===== config.mk =====
export PLATFORM = sky130hd
export DESIGN_NAME = signed_seq_divider
export DESIGN_NICKNAME = d
export VERILOG_FILES = /design/src/rtl/signed_seq_divider.sv
export SDC_FILE = /design/constraint.sdc
export NUM_CORES = 1
export LEC_CHECK = 0
export CORE_UTILIZATION = 50
export CTS_CLUSTER_DIAMETER = 60
export CTS_CLUSTER_SIZE = 40
export DETAILED_ROUTE_END_ITERATION = 10
export GPL_ROUTABILITY_DRIVEN = 0
export PLACE_DENSITY_LB_ADDON = 0.1
export SLEW_MARGIN = 30
export SYNTH_ARGS = -nofsm -noshare
export SYNTH_HDL_FRONTEND = slang
export SYNTH_SLANG_ARGS = --single-unit

===== constraint.sdc =====
create_clock -name clk -period 4.6 [get_ports clk]
set_clock_uncertainty 0.2 [all_clocks]
set_input_delay 1.38 -clock clk [delete_from_list [all_inputs] [get_ports clk]]
set_output_delay 1.38 -clock clk [all_outputs]
set_load 0.01 [all_outputs]

===== src/rtl/signed_seq_divider.sv =====
// rtl/signed_seq_divider.sv - sequential signed restoring divider, 2n/n -> n quotient and remainder
//
// Divides a 2n-bit signed dividend by an n-bit signed divisor, one quotient
// bit per cycle, behind a start/busy/done handshake. Results truncate toward
// zero and match SystemVerilog signed / and %.
//
// Ports:
//   clk          rising-edge clock
//   reset        asynchronous, active-high reset
//   start        request, sampled only while idle
//   dividend     2n-bit signed dividend, latched on an accepted start
//   divisor      n-bit signed divisor, latched on an accepted start
//   busy         high while an operation is in flight
//   done         one-cycle pulse, results valid from this cycle on
//   quotient     n-bit signed quotient (low n bits of the true quotient)
//   remainder    n-bit signed remainder, sign of the dividend or zero
//   overflow     true quotient does not fit n signed bits, or divisor is zero
//   div_by_zero  divisor was zero
module signed_seq_divider #(
    parameter int n = 8
) (
    input  logic           clk,
    input  logic           reset,
    input  logic           start,
    input  logic [2*n-1:0] dividend,
    input  logic [n-1:0]   divisor,
    output logic           busy,
    output logic           done,
    output logic [n-1:0]   quotient,
    output logic [n-1:0]   remainder,
    output logic           overflow,
    output logic           div_by_zero
);

    localparam int cw = $clog2(2 * n);

    typedef enum logic [1:0] {
        IDLE,
        LOAD,
        DIV,
        FIN
    } state_t;

    state_t state;
    state_t next_state;

    logic [2*n-1:0] dvd_reg;
    logic [n-1:0]   dvs_reg;
    // Holds the dividend magnitude, then shifts quotient bits in from the LSB.
    logic [2*n-1:0] dvd_mag;
    logic [n-1:0]   dvs_mag;
    logic [n:0]     part_rem;
    logic [cw-1:0]  count;
    logic           neg_q;
    logic           neg_r;

    logic [n+1:0]   shifted;
    logic [n+1:0]   diff;
    logic           take;
    logic [2*n:0]   q_ext;
    logic [2*n:0]   q_signed;
    logic [n-1:0]   r_signed;
    logic           q_out_of_range;

    always_ff @(posedge clk or posedge reset) begin
        if (reset) begin
            state <= IDLE;
        end else begin
            state <= next_state;
        end
    end

    always_comb begin
        next_state = state;
        case (state)
            IDLE: if (start) next_state = LOAD;
            LOAD: next_state = DIV;
            DIV:  if (count == cw'(2 * n - 1)) next_state = FIN;
            FIN:  next_state = IDLE;
            default: next_state = IDLE;
        endcase
    end

    // One restoring step: the extra top bit of the trial difference is its sign,
    // so a clear sign bit means the subtraction is kept.
    always_comb begin
        shifted = {part_rem, dvd_mag[2*n-1]};
        diff    = shifted - {2'b00, dvs_mag};
        take    = ~diff[n+1];
    end

    // The magnitude quotient can be 2^(2n-1) (e.g. most-negative / -1), so the
    // sign is applied in 2n+1 bits to keep the range test exact.
    always_comb begin
        q_ext          = {1'b0, dvd_mag};
        q_signed       = neg_q ? -q_ext : q_ext;
        r_signed       = neg_r ? -part_rem[n-1:0] : part_rem[n-1:0];
        q_out_of_range = !((&q_signed[2*n:n-1]) || (~|q_signed[2*n:n-1]));
    end

    always_ff @(posedge clk or posedge reset) begin
        if (reset) begin
            busy        <= 1'b0;
            done        <= 1'b0;
            quotient    <= '0;
            remainder   <= '0;
            overflow    <= 1'b0;
            div_by_zero <= 1'b0;
            dvd_reg     <= '0;
            dvs_reg     <= '0;
            dvd_mag     <= '0;
            dvs_mag     <= '0;
            part_rem    <= '0;
            count       <= '0;
            neg_q       <= 1'b0;
            neg_r       <= 1'b0;
        end else begin
            done <= 1'b0;
            case (state)
                IDLE: begin
                    if (start) begin
                        dvd_reg <= dividend;
                        dvs_reg <= divisor;
                        busy    <= 1'b1;
                    end
                end
                LOAD: begin
                    neg_r    <= dvd_reg[2*n-1];
                    neg_q    <= dvd_reg[2*n-1] ^ dvs_reg[n-1];
                    dvd_mag  <= dvd_reg[2*n-1] ? -dvd_reg : dvd_reg;
                    dvs_mag  <= dvs_reg[n-1] ? -dvs_reg : dvs_reg;
                    part_rem <= '0;
                    count    <= '0;
                end
                DIV: begin
                    part_rem <= take ? diff[n:0] : shifted[n:0];
                    dvd_mag  <= {dvd_mag[2*n-2:0], take};
                    count    <= count + cw'(1);
                end
                FIN: begin
                    busy <= 1'b0;
                    done <= 1'b1;
                    if (dvs_reg == '0) begin
                        quotient    <= '0;
                        remainder   <= '0;
                        overflow    <= 1'b1;
                        div_by_zero <= 1'b1;
                    end else begin
                        quotient    <= q_signed[n-1:0];
                        remainder   <= r_signed;
                        overflow    <= q_out_of_range;
                        div_by_zero <= 1'b0;
                    end
                end
                default: ;
            endcase
        end
    end

endmodule


==> impl_metrics.csv <==
group,metric,value,unit
floorplanning,num_rows,35,
flow_run,maxCapViolations,0,
setup_path,crit_path_end_kind,"flop",
cts,numCtsBuffers,9,
cts,clock-sinks,85,
layout,drive_gt1_frac,0.113,
setup_path,cp.required,4.67,ns
setup_path,crit_buf_inv,0,
detailed_routing,drtIter0Drc,208,
cts,cts_htree_levels,3,
logic_synthesis,synthCells,501,
place,io_buffer_count,46,
layout,antennaDiodeCount,0,
sta,rsz0062_at_grt,"no",
logic_synthesis,synth_area,4860,um^2
layout,mostFrequentLayoutCell,"dfrtp_1",
global_route,grt_pass1_wl,16200,um
cts,clockRootBuffer,"clkbuf_8",
logic_synthesis,ys_seq_area_frac,0.437,
layout,final_core_util,0.598,
cts,path_clk_slew,0.08,ns
floorplanning,fp.dieW,101,um
global_route,grt_max_degree,35,
logic_synthesis,synth_edf_count,0,
setup_path,path_cells,"ha_1 > a21o_1 > a211o_1 > mux2_4 > a211oi_4 > nand2_1 > o211ai_1",
floorplanning,die_area,10100,um^2
sta,setup_violations,0,
global_route,grt_pass1_vias,3431,
cts,cts_tree,"built",
layout,area_delta_synth_final,14.7,%
detailed_routing,met3_length,417,um
cts,post_cts_buffers,0,
sta,fin_setup_tns,0,ns
layout,mostFrequentLayoutCells,"85 x dfrtp_1, 46 x clkdlybuf4s50_1, 45 x inv_1",
setup_path,cpLargestDelayFamily,"compound AO/OA/AOI/OAI gates",
setup_path,crit_path_start_kind,"flop",
power,vdd_drop_max,0.000373,V
sta,fin_crit,2.88,ns
cts,cts_buffer_depth,2,
detailed_routing,dr.max_layer_used,"met4",
detailed_routing,drtAntennaViolNets,0,
setup_path,worstSetupPathType,"flop to flop",
floorplanning,die_h,101,um
detailed_routing,num_vias,3653,
logic_synthesis,async_flop_share,1.00,
logic_synthesis,yosys_register_bits,85,
sta,slew-limit-headroom,0.431,
detailed_routing,drt_wl_total,9420,um
floorplanning,initial_core_util,0.522,
global_route,grt_remaining_overflow,0,
logic_synthesis,yosys_most_used_dff,"dfrtp_1",
layout,fillers,852,
worst_hold_path,hp-class,"flop to flop",
logic_synthesis,synth_largest_area_cell,"dfrtp_1",
logic_synthesis,synth_warnings,0,
power,power,0.00391,W
setup_path,worstPathMaxFanout,14,
detailed_routing,met1_length,4890,um
setup_path,slowest_stage,"a211oi_4",
layout,finish.net_count,582,
floorplanning,fp.coreArea,9330,um^2
cts,clk_latency,0.36,ns
detailed_routing,wl_per_cell,14.0,um
power,p_leak,2.40,nW
logic_synthesis,synth_top_area_frac,0.437,
logic_synthesis,synth_area_leaders,"dfrtp_1 44%, mux2_2 7.2%, ha_1 4.4%, xor2_1 4.1%, inv_1 3.5%",
sta,tightestPinTransition,0.853,ns
sta,max_freq,347,MHz
place,post-dp-hpwl,7040,um
setup_path,cp.arrival,2.95,ns
detailed_routing,drc,0,
detailed_routing,viasPerCell,5.44,
sta,fin_crit_sh,0.626,
sta,hold_violations,0,
logic_synthesis,syn_avg_cell_area,9.71,um^2
power,p_per_area,701,nW/um^2
cts,cts_hold_buf,0,
cts,cts_resized,0,
setup_path,critPathMaxStageDelay,0.50,ns
logic_synthesis,synth_cell_types,58,
detailed_routing,wl_met2,4010,um
detailed_routing,first_pass_iters,4,
sta,finalMaxSlewViolations,0,
global_route,grt_antenna_before_repair,0,
global_route,grt_usage,0.204,
run_status,status,"finished clean",
floorplanning,io_pins,47,
logic_synthesis,syn_nets,546,
## per-stage QoR
step	instance area (um^2)	cells	worst slack [ns]	hold WS (ns)
6_report	5580	671	1.72	0.282
3_3_place_gp	5420	655	1.33	0.260
3_5_place_dp	5420	655	1.31	0.268
4_1_cts	5580	671	1.69	0.286
5_1_grt	5580	671	1.55	0.311
2_1_floorplan	4860	501	0.827	0.279
## per-layer routing
metal / vias up / global-route usage
li1: 1830 / -
met1: 1728 / 0.298
met2: 87 / 0.308
met3: 8 / 0.0374
met4: 0 / 0.0635
met5: - / 0
## cell families (layout without fill, tap and decap cells)
logic type                 after synthesis  after routing  share of synthesized area
AOI/OAI and AO/OA                      114            114                      0.160
DFF                                     85             85                      0.437
and+or+nand+nor                        133            133                      0.136
muxes                                   41             41                     0.0934
xor gates and xnor gates                38             38                     0.0684
adders and majority gates               18             18                     0.0478
buffers and inverters                   72            113                     0.0576
## power by group
part | total, W | internal (W) | switching (W) | leakage (nW)
Clock | 0.000455 | 0.000193 | 0.000262 | 0.0829
Sequential | 0.00147 | 0.00108 | 0.000383 | 1.05
Combinational | 0.00199 | 0.000971 | 0.00102 | 1.26
Total | 0.00391 | 0.00225 | 0.00166 | 2.40
## worst paths after layout
check / startpoint / to / slack (ns) / cells after the start
max: part_rem[5] / part_rem[6] / 1.72 / 7
max reg2reg: part_rem[5] / part_rem[6] / 1.72 / 7
min reg2reg: div_by_zero / div_by_zero / 0.28 / 1
min in group asynchronous: reset / dvd_mag[0] / 1.14 / 2
min: div_by_zero / div_by_zero / 0.28 / 1
max in group asynchronous: reset / done / 2.32 / 3
## synthesized netlist by cell type (all sizes together) (2+ instances only)
library cell	n
a31oi	2
a22o	4
a211o	2
or4	3
nor4b	2
clkbuf	21
a21oi	17
o21a	5
xor2	23
o211ai	5
o41ai	2
nor4	4
ha	17
a2bb2oi	2
nand3b	3
a211oi	3
nand2	45
dfrtp	85
nor3	8
a21o	2
o21ai	25
nor3b	2
mux2	32
o2bb2ai	2
mux2i	9
nand3	13
inv	46
o221ai	5
xnor2	15
nand2b	2
nand4	2
nor2b	8
or3	4
buf	5
o31ai	11
o22ai	21
nor2	31
## final cells by class
type	instances	area [um^2]	share of cell area
Clock buffer	11	131	0.0235
Inverter	46	174	0.0312
Multi-Input combinational cell	344	2460	0.441
Tap cell	129	161	0.0289
Clock inverter	5	27.5	0.00493
Timing Repair Buffer	51	498	0.0893
Sequential cell	85	2130	0.381
(Power assumes the default switching activity.)
